<file path="config.mk">
export PLATFORM = sky130hd
export DESIGN_NAME = coin_vend_ctrl
export DESIGN_NICKNAME = d
export VERILOG_FILES = /design/src/rtl/vend_pkg.sv /design/src/rtl/vend_timeout_timer.sv /design/src/rtl/coin_vend_ctrl.sv
export SDC_FILE = /design/constraint.sdc
export NUM_CORES = 1
export LEC_CHECK = 0
export BUFFER_PORTS_ARGS = -buffer_cell sky130_fd_sc_hd__buf_2
export CORE_MARGIN = 10
export CORE_UTILIZATION = 41
export CTS_CLUSTER_DIAMETER = 100
export CTS_CLUSTER_SIZE = 40
export DETAILED_ROUTE_END_ITERATION = 12
export GPL_TIMING_DRIVEN = 0
export SLEW_MARGIN = 15
export SYNTH_ARGS = -nofsm -noshare
export SYNTH_HDL_FRONTEND = slang
export SYNTH_SLANG_ARGS = --single-unit
</file>
<file path="constraint.sdc">
create_clock -name clk -period 6.4 [get_ports clk]
set_input_delay 0.64 -clock clk [delete_from_list [all_inputs] [get_ports clk]]
set_output_delay 0.64 -clock clk [all_outputs]
set_load 0.02 [all_outputs]
</file>
<file path="src/rtl/vend_pkg.sv">
// Shared types and price/coin tables for the coin vending controller.
// Holds the state enum, coin codes, CREDIT_W and the lookup helpers.
package vend_pkg;

  localparam int CREDIT_W = 4;

  typedef enum logic [2:0] {
    ST_IDLE,
    ST_CREDIT,
    ST_CHECK,
    ST_VEND,
    ST_CHANGE
  } state_e;

  typedef enum logic [1:0] {
    COIN_1  = 2'b00,
    COIN_2  = 2'b01,
    COIN_5  = 2'b10,
    COIN_10 = 2'b11
  } coin_e;

  localparam logic [CREDIT_W-1:0] PRICE_P1 = 4'd1;
  localparam logic [CREDIT_W-1:0] PRICE_P2 = 4'd4;
  localparam logic [CREDIT_W-1:0] PRICE_P3 = 4'd5;
  localparam logic [CREDIT_W-1:0] PRICE_P4 = 4'd7;

  // One extra bit so credit + coin can expose overflow.
  function automatic logic [CREDIT_W:0] coin_value(
    input coin_e c
  );
    logic [CREDIT_W:0] v;
    unique case (c)
      COIN_1:  v = 5'd1;
      COIN_2:  v = 5'd2;
      COIN_5:  v = 5'd5;
      COIN_10: v = 5'd10;
      default: v = 5'd0;
    endcase
    return v;
  endfunction

  function automatic logic [CREDIT_W-1:0] price_of(
    input logic [2:0] p
  );
    logic [CREDIT_W-1:0] v;
    case (p)
      3'd1:    v = PRICE_P1;
      3'd2:    v = PRICE_P2;
      3'd3:    v = PRICE_P3;
      3'd4:    v = PRICE_P4;
      default: v = '0;
    endcase
    return v;
  endfunction

  function automatic logic prod_valid(
    input logic [2:0] p
  );
    return (p >= 3'd1) && (p <= 3'd4);
  endfunction

endpackage

</file>
<file path="src/rtl/vend_timeout_timer.sv">
// Idle-cycle counter for the credit auto-refund.
// Ports: clk, rst_n, run_i (count this cycle, else clear), expired_o.
module vend_timeout_timer #(
  parameter int LIMIT = 1000
) (
  input  logic clk,
  input  logic rst_n,
  input  logic run_i,
  output logic expired_o
);

  localparam int W = $clog2(LIMIT + 1);

  logic [W-1:0] cnt_q, cnt_d;

  // Any non-counting cycle restarts the idle window.
  always_comb begin
    cnt_d = '0;
    if (run_i) cnt_d = cnt_q + W'(1);
  end

  always_ff @(posedge clk or negedge rst_n) begin
    if (!rst_n) cnt_q <= '0;
    else        cnt_q <= cnt_d;
  end

  // Fires on the LIMIT-th consecutive idle cycle.
  assign expired_o = run_i &&
                     (cnt_q == W'(LIMIT - 1));

endmodule

</file>
<file path="src/rtl/coin_vend_ctrl.sv">
// Coin vending controller: credit accumulate, check, vend, change.
// Optional REFUND_TIMEOUT_EN macro adds an idle auto-refund in CREDIT.
// Ports: clk, rst_n, coin_valid/coin_val, product_req/product_sel,
//  cancel, enough (comparator) -> credit, sel, dispense,
//  dispensed_item, change_pulse, coin_reject, insufficient, busy.
module coin_vend_ctrl #(
  parameter int TIMEOUT_CYCLES = 1000
) (
  input  logic       clk,
  input  logic       rst_n,
  input  logic       coin_valid,
  input  logic [1:0] coin_val,
  input  logic       product_req,
  input  logic [2:0] product_sel,
  input  logic       cancel,
  input  logic       enough,
  output logic [3:0] credit,
  output logic [2:0] sel,
  output logic       dispense,
  output logic [2:0] dispensed_item,
  output logic       change_pulse,
  output logic       coin_reject,
  output logic       insufficient,
  output logic       busy
);

  import vend_pkg::*;

  state_e state_q, state_d;
  logic [CREDIT_W-1:0] credit_q, credit_d;
  logic [2:0] prod_q, prod_d;
  logic [2:0] sel_q, sel_d;
  logic [2:0] item_q, item_d;
  logic disp_q, disp_d;
  logic chg_q, chg_d;
  logic rej_q, rej_d;
  logic insuf_q, insuf_d;
  logic coin_acc;
  logic coin_fits;
  logic expired;
  logic [CREDIT_W:0] sum;

  assign sum = {1'b0, credit_q} +
               coin_value(coin_e'(coin_val));
  assign coin_fits = coin_valid && !sum[CREDIT_W];

`ifdef REFUND_TIMEOUT_EN
  logic tmr_run;

  // An accepted coin restarts the idle window.
  assign tmr_run = (state_q == ST_CREDIT) &&
                   !coin_fits;

  vend_timeout_timer #(
    .LIMIT(TIMEOUT_CYCLES)
  ) u_tmr (
    .clk      (clk),
    .rst_n    (rst_n),
    .run_i    (tmr_run),
    .expired_o(expired)
  );
`else
  logic unused_timeout;
  assign unused_timeout = (TIMEOUT_CYCLES == 0);
  assign expired = 1'b0;
`endif

  always_comb begin
    state_d  = state_q;
    credit_d = credit_q;
    prod_d   = prod_q;
    coin_acc = 1'b0;
    insuf_d  = 1'b0;
    unique case (state_q)
      ST_IDLE: begin
        if (coin_valid) begin
          coin_acc = 1'b1;
          credit_d = sum[CREDIT_W-1:0];
          state_d  = ST_CREDIT;
        end
      end
      ST_CREDIT: begin
        if (cancel) begin
          state_d = ST_CHANGE;
        end else if (product_req &&
                     prod_valid(product_sel)) begin
          prod_d  = product_sel;
          state_d = ST_CHECK;
        end else if (coin_fits) begin
          coin_acc = 1'b1;
          credit_d = sum[CREDIT_W-1:0];
        end else if (expired) begin
          state_d = ST_CHANGE;
        end
      end
      ST_CHECK: begin
        if (enough) begin
          credit_d = credit_q - price_of(prod_q);
          state_d  = ST_VEND;
        end else begin
          insuf_d = 1'b1;
          state_d = ST_CREDIT;
        end
      end
      ST_VEND: begin
        state_d = (credit_q != '0) ? ST_CHANGE
                                   : ST_IDLE;
      end
      ST_CHANGE: begin
        if (credit_q <= 4'd1) begin
          credit_d = '0;
          state_d  = ST_IDLE;
        end else begin
          credit_d = credit_q - 4'd1;
        end
      end
      default: state_d = ST_IDLE;
    endcase

    // Outputs are registered against the state being entered.
    rej_d  = coin_valid && !coin_acc;
    sel_d  = (state_d == ST_CHECK) ? prod_d : 3'd0;
    disp_d = (state_d == ST_VEND);
    item_d = (state_d == ST_VEND) ? prod_q : 3'd0;
    chg_d  = (state_d == ST_CHANGE);
  end

  always_ff @(posedge clk or negedge rst_n) begin
    if (!rst_n) begin
      state_q  <= ST_IDLE;
      credit_q <= '0;
      prod_q   <= '0;
      sel_q    <= '0;
      item_q   <= '0;
      disp_q   <= 1'b0;
      chg_q    <= 1'b0;
      rej_q    <= 1'b0;
      insuf_q  <= 1'b0;
    end else begin
      state_q  <= state_d;
      credit_q <= credit_d;
      prod_q   <= prod_d;
      sel_q    <= sel_d;
      item_q   <= item_d;
      disp_q   <= disp_d;
      chg_q    <= chg_d;
      rej_q    <= rej_d;
      insuf_q  <= insuf_d;
    end
  end

  assign credit         = credit_q;
  assign sel            = sel_q;
  assign dispense       = disp_q;
  assign dispensed_item = item_q;
  assign change_pulse   = chg_q;
  assign coin_reject    = rej_q;
  assign insufficient   = insuf_q;
  assign busy = (state_q == ST_CHECK) ||
                (state_q == ST_VEND)  ||
                (state_q == ST_CHANGE);

endmodule
</file>
Word-level counts from Yosys, hierarchy flattened:

Cells that the tools add are included.

* eq/ne operators: 19
* order comparisons: 3
* add/subtract/negate cells: 3
* mux-type cells: 30
* reduce and logical (&&, ||, !) cells: 13

Operators with widths (count)
* $mux 4: 8
* $mux 3: 10
* $pmux 5 s4: 1
* $eq 3x2->1 const B: 6
* $pmux 4 s4: 1
* $pmux 3 s5: 1
* $pmux 3 s4: 1
* $ne 2x2->1 const B: 5
* $eq 3x3->1 const B: 3
* $reduce_bool 4->1: 2
* $eq 3x1->1 const B: 2
* $mux 1: 6
* $reduce_and 6->1: 1
* $add 4x5->5: 1
* $eq 2x2->1 const B: 2
* $le 4x1->1 const B: 1
* $logic_and 1x1->1: 4
* $sub 4x1->4 const B: 1
* $sub 4x4->4: 1
* $ge 3x1->1 const B: 1
* $le 3x3->1 const B: 1
* $logic_not 3->1: 1
* $eq 2x1->1 const B: 1
* $logic_not 1->1: 2
* other kinds (4): 5

* register bits after elaboration: 20
* logic and storage cells: 77

Longest topological paths before layout:

Gate-level depths: netlist of run 1.

* word-level depth: 11
* depth in mapped cells: 11
* mapped depth without buffers: 11

Worst setup path before layout of run 1:

No wires, ideal clock.

* path kind: input-to-reg
* from: input port coin_val[0]
* to: register credit_q[0], in the netlist credit[0]
* setup slack: 4.046 ns
* arrival time: 2.229 ns
* data required time: 6.275 ns
* library setup time: 0.125 ns
* cell stages on the path: 9
* cells stage by stage: inv_1 ha_1 inv_1 fa_1 nor2b_1 o21ai_1 a41oi_4 or2_4 mux2_4

* cells in the longest elaborated chain, start to end: 7

Ends and longest elaborated chain
* from (decl): RTL line coin_vend_ctrl.sv:12 `input logic [1:0] coin_val,`
* $eq 2x2->1 (tied with other cells): RTL line vend_pkg.sv:32 `unique case (c)`
* $pmux 5 s4 (*): RTL line vend_pkg.sv:32
* $add 4x5->5 (*): RTL line coin_vend_ctrl.sv:43 `assign sum = {1'b0, credit_q} +`
* $mux 4 / $logic_not 1->1 (equally long branches): RTL line coin_vend_ctrl.sv:89, coin_vend_ctrl.sv:45
* $mux 4 / $logic_and 1x1->1 (equally long branches): RTL line coin_vend_ctrl.sv:85, coin_vend_ctrl.sv:45
* $mux 4 / $ne 2x2->1 (equally long branches)
* $pmux 4 s4 / $reduce_and 6->1 (equally long branches)
* to (signal assigned): RTL line coin_vend_ctrl.sv:141 `credit_q <= credit_d;`
* to (decl): RTL line coin_vend_ctrl.sv:30 `logic [CREDIT_W-1:0] credit_q, credit_d;`

Every way passes the cells marked *; elsewhere a longest branch is shown, timed or not. The select of a mux whose other input is x is not followed.
A chain may end at the register's enable or synchronous reset.

Final worst setup path of run 1:

Same ends and word-level chain as after synthesis.

==> results.md, run 1 <==
- Post-detailed-route DRC marker count: 0
- Cells after DPL: 190
- Number of buffers added on ports: 25
- Final layout net count: around 180
- Startpoint class of the critical path: primary input
- Top flip-flop cell by instance count after synthesis: sky130_fd_sc_hd__dfrtp_1
- Number of antenna violations at the first check in global routing: 0
- Relative area change from synthesis to final layout: 16.09%
- Power density of the placed cells: approximately 440 nW/um2
- Seq/Total Area, Yosys: 39.72%
- Count of yosys warnings during synthesis: 0
- Count of pins on the block boundary: 26
- Sum of net half-perimeters after detailed placement: 2244 um
- Vias in the first global route: 1068
- Critical Path Fanout Max: 4
- Iteration-0 DRC Markers: 34
- Unrepaired setup endpoints after global routing: false
- Critical Setup Path Class: in -> reg
- Leakage Power: 0.0007524 uW
- EDFF count, synth: 0
- Capturing element type of the critical path: register
- Reg-to-reg setup timing slack: 4120 ps
- Pin count of the biggest net entering global routing: 21
- Diodes inserted: 0
- Final setup vio count: 0
- Die area: roughly 5700 um2
- Global-route wire length before repair: 4809 um
- Placer congestion estimate: roughly 0.8
- H-tree depth reported by CTS: 1
- Relative slew margins: 57.79%
- Sum Neg Setup Slack: 0 ps
- Post CTS Setup Buffer Count: 0
- Site row count: 20
- CP Data Arrival Time: between 2000 and 3000 ps
- Flip-flop and latch count after synthesis: 20
- Die Ht: 75.44 um
- Via-to-Cell Ratio: 5.309
- Number of nets in the synthesized netlist: ~150
- Actual slew at the worst max-slew pin: 623.4 ps
- Number of cells in the finished layout apart from fillers: 194
- Count of distinct cell types in the synthesized netlist: 40
- Hold Slack: 264.2 ps
- Instance count of the mapped netlist: 132
- Max VDD drop: 0.1536 mV
- Cell chosen for the clock root: sky130_fd_sc_hd__clkbuf_4
- Number of gates given a new drive strength after cts: 0
- Initial Utilization: 41.96%
- Endpoints failing hold: 0
- Overall via count from detail_route: 1030
- Number of clock sinks: 20
- Wire length after detailed routing: 2802 um
- Maximum clock insertion buffer count: 2
- Final worst clock skew: 9.158 ps
- Final routed wire length divided by cell count: 14.44 um
- Ratio of final minimum period to clock period: 36.28%
- Pre-Repair DR Iteration Count: 4
- Max-cap viol count: 0
- Count of pins over their slew limit: 0
- Floorplan die width: between 70 and 80 um
- Top achievable clock speed: ~0.43 GHz
- Worst min path class: in -> async
- Sum of overflow across all layers after global routing: 0
- FFs w/ async S/R, synth: 100.0%
- Final Critical Period: 2322 ps
- Residual antenna-violating net count after detailed routing: 0
- Status: finished clean
- Clock Latency Late Sink: around 290 ps
- Share of cells above drive strength 1: a little over a fifth
- Number of buffers created by CTS: 3
- Cell area after synthesis: roughly 1300 um2
- TritonCTS clock tree: done
- Post-cts hold buffer count: 0
- Mean cell area of the mapped netlist: 9.545 um2
- Clock transition at the registers of the reported paths: about 110 ps
- Core region area: 3003 um2
- Critical Path RT: 6580 ps
- GRT Util Overall: 10.79%
## cells by family (layout without fill, tap and decap cells)
logic type | count (synthesis) | after routing | share of synthesized area (%)
xor+xnor | 4 | 4 | 2.781
fa+ha+maj | 11 | 11 | 12.12
buf+inv | 14 | 43 | 4.270
mux | 2 | 2 | 1.986
simple gates | 47 | 47 | 20.26
compound gates | 34 | 34 | 18.87
flops | 20 | 20 | 39.72
## synthesized netlist by cell type, types with 2 or more instances
library cell	count	area (um2)
sky130_fd_sc_hd__nor2b_1	5	31.28
sky130_fd_sc_hd__inv_1	11	41.29
sky130_fd_sc_hd__a21oi_1	4	20.02
sky130_fd_sc_hd__o21ai_0	11	55.05
sky130_fd_sc_hd__nor2_1	13	48.80
sky130_fd_sc_hd__nand2_1	6	22.52
sky130_fd_sc_hd__o31ai_1	2	15.01
sky130_fd_sc_hd__nor3b_1	2	15.01
sky130_fd_sc_hd__a21o_1	5	37.54
sky130_fd_sc_hd__a31oi_1	2	12.51
sky130_fd_sc_hd__xnor2_1	3	26.28
sky130_fd_sc_hd__fa_1	2	40.04
sky130_fd_sc_hd__nor3_1	4	20.02
sky130_fd_sc_hd__and3_1	2	12.51
sky130_fd_sc_hd__o221ai_1	2	17.52
sky130_fd_sc_hd__and2_1	5	31.28
sky130_fd_sc_hd__ha_1	9	112.6
sky130_fd_sc_hd__dfrtp_1	20	500.5
sky130_fd_sc_hd__clkbuf_1	2	7.510
sky130_fd_sc_hd__nand2b_1	2	12.51
## cell type report
| class | count | area (um2) |
|---|---|---|
| multi-input combinational | 98 | 705.7 |
| timing repair buffer | 25 | 125.1 |
| inverter | 11 | 41.29 |
| clock buffer | 4 | 36.28 |
| buffer | 3 | 12.51 |
| sequential | 20 | 500.5 |
| tap | 33 | 41.29 |
| fill | 304 | 1540 |
## worst max-delay path: stages
cell                      delay [ps]
sky130_fd_sc_hd__buf_2           120
sky130_fd_sc_hd__inv_1           100
sky130_fd_sc_hd__ha_1            170
sky130_fd_sc_hd__inv_1            50
sky130_fd_sc_hd__fa_1            400
sky130_fd_sc_hd__nor2b_1         130
sky130_fd_sc_hd__o21ai_1         120
sky130_fd_sc_hd__a41oi_4         300
sky130_fd_sc_hd__or2_4           190
sky130_fd_sc_hd__mux2_4          290
## worst paths after layout
path	start	endpoint	depth (start not counted)
setup / recovery	coin_val[0]	credit[0]	10
hold / removal	rst_n	sel[0]	1
setup reg to reg	prod_q[1]	credit[1]	11
hold reg to reg	prod_q[0]	prod_q[0]	1
max in group asynchronous	rst_n	credit[2]	1
min in group clk	prod_q[0]	prod_q[0]	1
## registers in the layout, indices dropped and copies added (netlist names)
| register | cells |
|---|---|
| state_q | 3 |
| credit | 4 |
| change_pulse | 1 |
| dispensed_item | 3 |
| sel | 3 |
| coin_reject | 1 |
| prod_q | 3 |
| dispense | 1 |
| insufficient | 1 |
## where the power goes
part           total, uW  internal (uW)  leakage (uW)  switching [uW]
sequential           204            160      0.000263            43.6
clock               70.8           34.6     0.0000210            36.2
combinational        362            160      0.000469             202
## per-stage QoR
stage               util, %  area, um2  power (uW)  setup slack, ps
floorplan                 -       1260       474.1             4046
CTS                   48.71       1463       646.7             4073
global route          48.71       1463       708.5             3861
detailed placement    47.50       1426       572.4             3766
finish                48.71       1463       636.8             4078
global placement      47.50       1426       567.1             3795
## metal layers
layer  wire length (um)  vias to the layer above  GRT usage (%)
met4                 31                        0          4.948
met1               1255                      483          12.89
li1                   -                      524              -
met3                130                        2          1.693
met2               1384                       21          18.51
met5                  0                        -              0
## cell usage in the layout (no fill, tap or decap), types with 2 or more instances in the layout
cell                       count
sky130_fd_sc_hd__buf_2        26
sky130_fd_sc_hd__dfrtp_1      20
sky130_fd_sc_hd__nor2_1       13
sky130_fd_sc_hd__inv_1        11
sky130_fd_sc_hd__o21ai_0      11
sky130_fd_sc_hd__ha_1          9
sky130_fd_sc_hd__nand2_1       6
sky130_fd_sc_hd__nor2b_1       5
sky130_fd_sc_hd__and2_1        5
sky130_fd_sc_hd__a21o_1        5
sky130_fd_sc_hd__nor3_1        4
sky130_fd_sc_hd__a21oi_1       4
sky130_fd_sc_hd__xnor2_1       3
sky130_fd_sc_hd__clkbuf_4      3
sky130_fd_sc_hd__clkbuf_1      2
sky130_fd_sc_hd__nand2b_1      2
sky130_fd_sc_hd__a31oi_1       2
sky130_fd_sc_hd__nor3b_1       2
sky130_fd_sc_hd__and3_1        2
sky130_fd_sc_hd__o31ai_1       2
sky130_fd_sc_hd__o221ai_1      2
sky130_fd_sc_hd__fa_1          2
Note: power is estimated with default switching activity, not from simulation.
==> run 2, diff against run 1 <==
--- a/config.mk
+++ b/config.mk
@@ -5,6 +5,7 @@
 export SDC_FILE = /design/constraint.sdc
 export NUM_CORES = 1
 export LEC_CHECK = 0
+export ABC_AREA = 1
 export BUFFER_PORTS_ARGS = -buffer_cell sky130_fd_sc_hd__buf_2
 export CORE_MARGIN = 10
 export CORE_UTILIZATION = 41
==> constraint.sdc (replaced) <==
create_clock -name clk -period 2.2 [get_ports clk]
set_input_delay 0.22 -clock clk [delete_from_list [all_inputs] [get_ports clk]]
set_output_delay 0.22 -clock clk [all_outputs]
set_load 0.02 [all_outputs]
==> run 2 against run 1 <==
  * Synthesized area increased by 5.9%
  * Critical path depth is 1 higher
  * Utilization grew 1.7 points
  * Global-route usage is 0.46 points lower
  * Die area increased by 4.3%
  * Sequential cell count did not move
  * Setup slack lost 3800 ps
  * Synthesized cell count grew 32%
  * Combinational power rose to 3.3 times the previous value
  * Critical endpoint is now credit[2]
  * Largest power group unchanged
==> results.md, run 2 <==
- TritonCTS clock tree: done (unchanged)
- Mean cell area of the mapped netlist: 7.665 um2 (was 9.545 um2)
- Max VDD drop: 0.5598 mV (was 0.1536 mV)
- Clock Latency Late Sink: 290 ps (about the same)
- Placer congestion estimate: 0.8163 (was 0.8121)
- Commonest cells in the synthesized netlist: sky130_fd_sc_hd__nand2_1 (41), sky130_fd_sc_hd__inv_1 (27), sky130_fd_sc_hd__dfrtp_1 (20), sky130_fd_sc_hd__nand3_1 (20), sky130_fd_sc_hd__nor2_1 (16) (was sky130_fd_sc_hd__dfrtp_1 (20), sky130_fd_sc_hd__nor2_1 (13), sky130_fd_sc_hd__inv_1 (11), sky130_fd_sc_hd__o21ai_0 (11), sky130_fd_sc_hd__ha_1 (9))
- Iteration-0 DRC Markers: 69 (was 34)
- Sum of net half-perimeters after detailed placement: 2424 um (was 2244 um)
- Startpoint class of the critical path: register (was primary input)
- Relative slew margins: 68.71% (was 57.79%)
- Core region area: 3078 um2 (was 3003 um2)
- Count of pins over their slew limit: 0 (unchanged)
- Count of pins on the block boundary: 26 (unchanged)
- Instance count of the mapped netlist: 174 (was 132)
- Relative contribution of the clock network to total power: 8.8% (was 11.1%)
- Flop pwr share: 30.5% (was 32.0%)
- FFs w/ async S/R, synth: 100.0% (unchanged)
- Flip-flop and latch count after synthesis: 20 (unchanged)
- Post-detailed-route DRC marker count: 0 (unchanged)
- Initial Utilization: 43.33% (was 41.96%)
- Design Power: 1973 uW (was 636.8 uW)
- H-tree depth reported by CTS: 1 (unchanged)
- Leakage Power: 0.0008916 uW (was 0.0007524 uW)
- Sum of overflow across all layers after global routing: 0 (unchanged)
- Most used cells in the layout excluding fill and tap cells: sky130_fd_sc_hd__nand2_1 (41), sky130_fd_sc_hd__inv_1 (27), sky130_fd_sc_hd__buf_2 (25) (was sky130_fd_sc_hd__buf_2 (26), sky130_fd_sc_hd__dfrtp_1 (20), sky130_fd_sc_hd__nor2_1 (13))
- Actual slew at the worst max-slew pin: 469.4 ps (was 623.4 ps)
- Number of antenna violations at the first check in global routing: 0 (unchanged)
- Most frequent standard cell in the layout excluding fill and tap cells: sky130_fd_sc_hd__nand2_1 (was sky130_fd_sc_hd__buf_2)
- Pre-Repair DR Iteration Count: 4 (unchanged)
- Max-cap viol count: 0 (unchanged)
- Post-place setup slack: 191.1 ps (was 3766 ps)
- Endpoints failing hold: 0 (unchanged)
- Final layout net count: 227 (was 184)
- Portion of total power attributed to combinational logic: 60.6% (was 56.9%)
- Sum Neg Setup Slack: 0 ps (unchanged)
- Ratio of final minimum period to clock period: roughly nine tenths
- Vias in the first global route: 1269 (was 1068)
- Final Critical Period: 1953 ps
- Via-to-Cell Ratio: 4.798 (was 5.309)
- Most frequent cell after synthesis: sky130_fd_sc_hd__nand2_1 (was sky130_fd_sc_hd__dfrtp_1)
- Global-route wire length before repair: 5237 um (was 4809 um)
- Final setup vio count: 0 (unchanged)
- Critical Setup Path Class: reg -> reg (was in -> reg)
- Final core utilization: 50.41% (was 48.71%)
- Cell chosen for the clock root: sky130_fd_sc_hd__clkbuf_4 (unchanged)
- Post-route worst setup slack: 247.3 ps (was 4078 ps)
- Hold Slack: 153.3 ps (was 264.2 ps)
- Flip-flop count of the largest register after layout: 4 (unchanged)
- Unrepaired setup endpoints after global routing: false (unchanged)
- Final worst clock skew: 2.742 ps (was 9.158 ps)
- Worst min path class: in -> reg (was in -> async)
- Capturing element type of the critical path: register (unchanged)
- Switching fraction of total power: 49.97% (was 44.26%)
- Count of distinct cell types in the synthesized netlist: 24 (was 40)
- Residual antenna-violating net count after detailed routing: 0 (unchanged)
- Site row count: 20 (unchanged)
- Top flip-flop cell by instance count after synthesis: sky130_fd_sc_hd__dfrtp_1 (unchanged)
- Number of buffers added on ports: 25 (unchanged)
- Share of cells above drive strength 1: 23.65% (was 21.12%)
- Maximum clock insertion buffer count: 2 (unchanged)
- Number of buffers created by CTS: 3 (unchanged)
- EDFF count, synth: 0 (unchanged)
- Seq/Total Area, Yosys: 37.52% (was 39.72%)
- Share of the synthesized area in the top cell type: 37.52% (was 39.72%)
- Internal power contribution: 987.0 uW (was 355.0 uW)
- Largest area contributor in the synthesized netlist: sky130_fd_sc_hd__dfrtp_1 (unchanged)
- Number of clock sinks: 20 (unchanged)
- Clock transition at the registers of the reported paths: 110 ps (about the same)
- Pin count of the biggest net entering global routing: 21 (unchanged)
- Floorplan die width: 77.04 um (was 75.44 um)
- Critical Path RT: 2400 ps (was 6580 ps)
- Switching Power: 985.7 uW (was 281.8 uW)
- GRT Util Overall: 10.33% (was 10.79%)
- Wire length after detailed routing: 2934 um (was 2802 um)
- Relative area change from synthesis to final layout: 16.32% (was 16.09%)
- Die area: 5934 um2 (was 5690 um2)
- Final routed wire length divided by cell count: 11.88 um (was 14.44 um)
- CP Data Arrival Time: 2150 ps (was 2500 ps)
- Status: finished clean (unchanged)
- Die Ht: 77.04 um (was 75.44 um)
- Dominant cells by area after synthesis: sky130_fd_sc_hd__dfrtp_1 (38%), sky130_fd_sc_hd__nand2_1 (12%), sky130_fd_sc_hd__ha_1 (8.4%), sky130_fd_sc_hd__inv_1 (7.6%), sky130_fd_sc_hd__nand3_1 (7.5%) (was sky130_fd_sc_hd__dfrtp_1 (40%), sky130_fd_sc_hd__ha_1 (8.9%), sky130_fd_sc_hd__o21ai_0 (4.4%), sky130_fd_sc_hd__nor2_1 (3.9%), sky130_fd_sc_hd__inv_1 (3.3%))
- Diodes inserted: 0 (unchanged)
- Power density of the placed cells: 1271 nW/um2 (was 435.4 nW/um2)
- Cell area after synthesis: 1334 um2 (was 1260 um2)
- Top achievable clock speed: 0.5121 GHz
- Critical Path Fanout Max: 3 (was 4)
- Overall via count from detail_route: 1185 (was 1030)
- Number of nets in the synthesized netlist: 196 (was 154)
- Count of yosys warnings during synthesis: 0 (unchanged)
-- run 2: worst paths after layout --
check	startpoint	slack [ps]	to	cells after the start
setup / recovery	prod_q[0]	250	credit[2]	11
hold / removal	coin_valid	150	state_q[0]	3
setup reg to reg	prod_q[0]	250	credit[2]	11
hold reg to reg	prod_q[2]	540	prod_q[2]	2
max in group asynchronous	rst_n	1480	insufficient	2
min in group asynchronous	rst_n	400	dispensed_item[1]	2
-- run 2: layout make-up --
type / instances / area, um2
Fill cell: 339 / 1526
Tap cell: 44 / 55.05
Timing Repair Buffer: 26 / 135.1
Multi-Input combinational cell: 120 / 706.9
Inverter: 33 / 123.9
Buffer: 1 / 7.507
Sequential cell: 20 / 500.5
Clock buffer: 3 / 22.52
-- run 2: worst max-delay path, stage by stage (launching register included) --
cell	delay, ps
sky130_fd_sc_hd__dfrtp_1	420
sky130_fd_sc_hd__nor3_2	200
sky130_fd_sc_hd__inv_1	110
sky130_fd_sc_hd__o21ai_0	90
sky130_fd_sc_hd__ha_1	160
sky130_fd_sc_hd__inv_1	50
sky130_fd_sc_hd__fa_1	380
sky130_fd_sc_hd__xor2_1	170
sky130_fd_sc_hd__nand2_1	60
sky130_fd_sc_hd__nand3_1	80
sky130_fd_sc_hd__nand3_1	70
sky130_fd_sc_hd__nand2_1	50
-- run 2: logic make-up (layout without fill, tap and decap cells) --
kind of cell | count (synthesis) | count (layout) | share of synthesized area (%)
AO/OA/AOI/OAI | 16 | 16 | 6.660
XOR/XNOR | 3 | 3 | 1.970
buffers and inverters | 34 | 63 | 9.850
flip-flops | 20 | 20 | 37.52
AND/OR/NAND/NOR | 90 | 90 | 32.55
adder cells (fa/ha/maj) | 11 | 11 | 11.44
-- run 2: timing repair --
item / in CTS / in global routing
hold endpoints to repair: 20 / 0
endpoints found under the setup margin: 0 / 1
hold buffers: 1 / 0
gates resized for setup: 0 / 1
setup buffers: 0 / 0
-- run 2: power by group through the flow --
stage          clock network, uW  registers, uW  logic (uW)
2_1_floorplan                  0            642         867
3_3_place_gp                   0            603        1160
3_5_place_dp                   0            607        1200
4_1_cts                      181            600        1210
5_1_grt                      194            625        1390
6_report                     175            603        1200
-- run 2: routing by layer --
metal  global-route usage, %  vias up  wire [um]
met5                       0        -          0
met4                   4.197        0         14
met3                   3.147        2        151
met2                   17.88       22       1492
met1                   11.48      556       1276
li1                        -      605          -
-- run 2: metrics by stage --
step                      cell area, um2  instances
after global placement              1514        243
after global routing                1551        247
final                               1551        247
after detailed placement            1514        243
after CTS                           1546        247
after floorplan                     1334        174
==> run 3, diff against run 2 <==
--- a/config.mk
+++ b/config.mk
@@ -8,7 +8,7 @@
 export ABC_AREA = 1
 export BUFFER_PORTS_ARGS = -buffer_cell sky130_fd_sc_hd__buf_2
 export CORE_MARGIN = 10
-export CORE_UTILIZATION = 41
+export CORE_UTILIZATION = 43
 export CTS_CLUSTER_DIAMETER = 100
 export CTS_CLUSTER_SIZE = 40
 export DETAILED_ROUTE_END_ITERATION = 12
==> run 3 against run 2 <==
  * Via count is 3.3% lower
  * Non-clock buffer count stayed put
  * First-iteration DRC count is 23% lower
  * Routed wire length is 2.5% lower
  * Combinational power hardly changed
  * Clock skew is 6.5 ps higher
  * Setup slack worse by 77 ps
  * Power is 0.86% higher
  * Critical path depth is 1 higher
  * Die area is 3.4% lower
  * Maximum frequency is 3.8% lower
  * Critical path type unchanged
  * Largest power group unchanged
==> results.md, run 3 (synthesis gave the netlist of run 2 again) <==
- Status: finished clean (unchanged)
- Residual antenna-violating net count after detailed routing: 0 (unchanged)
- Final Critical Period: 2030 ps (was 1953 ps)
- Most frequent standard cell in the layout excluding fill and tap cells: sky130_fd_sc_hd__nand2_1 (unchanged)
- Final setup vio count: 0 (unchanged)
- Pin count of the biggest net entering global routing: 21 (unchanged)
- Internal power contribution: 1020 uW (was 987.0 uW)
- Core region area: 3003 um2 (was 3078 um2)
- Leakage Power: 0.0008969 uW (was 0.0008916 uW)
- TritonCTS clock tree: done (unchanged)
- Relative slew margins: 69.65% (was 68.71%)
- Worst-case reg-to-reg path depth: 12 (was 11)
- CP Data Arrival Time: 2230 ps (was 2150 ps)
- Relative contribution of the clock network to total power: 10.8% (was 8.8%)
- Number of cells in the finished layout apart from fillers: 237 (was 247)
- Hold Slack: 130.0 ps (was 153.3 ps)
- Worst hold path stage count: 3 (unchanged)
- Top achievable clock speed: 0.4926 GHz (was 0.5121 GHz)
- Worst min path class: in -> reg (unchanged)
- Most used cells in the layout excluding fill and tap cells: sky130_fd_sc_hd__nand2_1 (41), sky130_fd_sc_hd__inv_1 (27), sky130_fd_sc_hd__buf_2 (25) (unchanged)
- Diodes inserted: 0 (unchanged)
- Clock Latency Late Sink: 310 ps (was 290 ps)
- Cell chosen for the clock root: sky130_fd_sc_hd__clkbuf_4 (unchanged)
- Count of pins over their slew limit: 0 (unchanged)
- Site row count: 20 (unchanged)
- Flip-flop count of the largest register after layout: 4 (unchanged)
- Design Power: 1990 uW (was 1973 uW)
- Startpoint of the worst hold path: coin_valid (unchanged)
- Endpoints failing hold: 0 (unchanged)
- Ratio of final minimum period to clock period: 92.27% (was 88.76%)
- Portion of total power attributed to combinational logic: 59.3% (was 60.6%)
- GRT Util Overall: 11.01% (was 10.33%)
- Post CTS Setup Buffer Count: 0 (unchanged)
- Critical Setup Path Class: reg -> reg (unchanged)
- H-tree depth reported by CTS: 1 (unchanged)
- Final worst clock skew: 9.196 ps (was 2.742 ps)
- Flop pwr share: 29.9% (was 30.5%)
- Via-to-Cell Ratio: 4.835 (was 4.798)
- Switching fraction of total power: 48.71% (was 49.97%)
- Max-cap viol count: 0 (unchanged)
- Wire length after detailed routing: 2860 um (was 2934 um)
- Post-place setup slack: 198.4 ps (was 191.1 ps)
- Unrepaired setup endpoints after global routing: false (unchanged)
- Iteration-0 DRC Markers: 53 (was 69)
- Sum of net half-perimeters after detailed placement: 2445 um (was 2424 um)
- Floorplan die width: 75.70 um (was 77.04 um)
- Count of pins on the block boundary: 26 (unchanged)
- Startpoint class of the critical path: register (unchanged)
- Placer congestion estimate: 0.8070 (was 0.8163)
- Critical Path Fanout Max: 3 (unchanged)
- Post-detailed-route DRC marker count: 0 (unchanged)
- Number of buffers added on ports: 25 (unchanged)
- Power density of the placed cells: 1287 nW/um2 (was 1271 nW/um2)
- Vias in the first global route: 1183 (was 1269)
- Final layout net count: 227 (unchanged)
- Switching Power: 969.2 uW (was 985.7 uW)
- Sum Neg Setup Slack: 0 ps (unchanged)
- Number of clock sinks: 20 (unchanged)
- Final routed wire length divided by cell count: 12.07 um (was 11.88 um)
- Number of buffers created by CTS: 3 (unchanged)
- Sum of overflow across all layers after global routing: 0 (unchanged)
- Maximum clock insertion buffer count: 2 (unchanged)
- Post-route worst setup slack: 170.1 ps (was 247.3 ps)
- Overall via count from detail_route: 1146 (was 1185)
- Critical R2R Launch: prod_q[2] (was prod_q[0])
- Number of antenna violations at the first check in global routing: 0 (unchanged)
- Share of cells above drive strength 1: 23.53% (was 23.65%)
- Max VDD drop: 0.5613 mV (was 0.5598 mV)
- Pre-Repair DR Iteration Count: 4 (unchanged)
- Post-cts hold buffer count: 1 (unchanged)
- Cells after DPL: 232 (was 243)
- Critical Path RT: 2400 ps (about the same)
- Clock transition at the registers of the reported paths: 120 ps (was 110 ps)
- Die Ht: 75.70 um (was 77.04 um)
- Capturing element type of the critical path: register (unchanged)
- Number of gates given a new drive strength after cts: 0 (unchanged)
- Global-route wire length before repair: 5002 um (was 5237 um)
- Die area: 5730 um2 (was 5934 um2)
- Start point of the critical path: prod_q[2] (was prod_q[0])
- Initial Utilization: 44.42% (was 43.33%)
- Actual slew at the worst max-slew pin: 455.3 ps (was 469.4 ps)
- Relative area change from synthesis to final layout: 15.95% (was 16.32%)
-- run 3: changes by cell type in the layout (fill, tap and decap cells not counted), sizes merged --
cell / before / now
clkbuf: 3 / 4
-- run 3: through the flow --
stage / area (um2) / utilization (%)
6_report: 1546 / 51.50
5_1_grt: 1546 / 51.50
4_1_cts: 1546 / 51.50
3_5_place_dp: 1500 / 49.96
3_3_place_gp: 1500 / 49.96
2_1_floorplan: 1334 / -
-- run 3: area by class of cell --
class                           instances  area (um2)
Buffer                                  1       7.507
Multi-Input combinational cell        120       701.9
Fill cell                             320        1456
Inverter                               33       123.9
Tap cell                               33       41.29
Clock buffer                            4       36.28
Timing Repair Buffer                   26       135.1
Sequential cell                        20       500.5
-- run 3: worst max-delay path, stage by stage, from the launching register on --
cell and delay (ps):
sky130_fd_sc_hd__dfrtp_1 390, sky130_fd_sc_hd__inv_1 70, sky130_fd_sc_hd__nor3_1 200, sky130_fd_sc_hd__inv_1 130
sky130_fd_sc_hd__o21ai_0 100, sky130_fd_sc_hd__ha_1 170, sky130_fd_sc_hd__inv_1 60, sky130_fd_sc_hd__fa_1 370
sky130_fd_sc_hd__xor2_1 170, sky130_fd_sc_hd__nand2_1 60, sky130_fd_sc_hd__nand3_1 70, sky130_fd_sc_hd__nand3_1 70
sky130_fd_sc_hd__nand2_1 50
-- run 3: routing by layer --
layer	up-vias	share of wire, %	wire length (um)	GRT usage, %
met5	-	0	0	0
met4	0	1.3	36	3.711
met3	5	3.7	105	1.953
met2	15	52	1488	19.92
met1	521	43	1229	12.67
li1	605	-	-	-
-- run 3: final timing paths --
path                               end  slack, ps
hold reg to reg              prod_q[2]        540
setup reg to reg             credit[2]        170
min in group asynchronous  coin_reject        380
hold / removal              state_q[0]        130
setup / recovery             credit[2]        170
max in group asynchronous    credit[2]       1500
-- run 3: power by group through the flow --
| stage | combinational, uW | sequential, uW | clock, uW |
|---|---|---|---|
| after floorplan | 867 | 642 | 0 |
| after global placement | 1160 | 600 | 0 |
| after detailed placement | 1190 | 605 | 0 |
| after CTS | 1200 | 597 | 224 |
| after global routing | 1370 | 618 | 234 |
| final | 1180 | 595 | 215 |
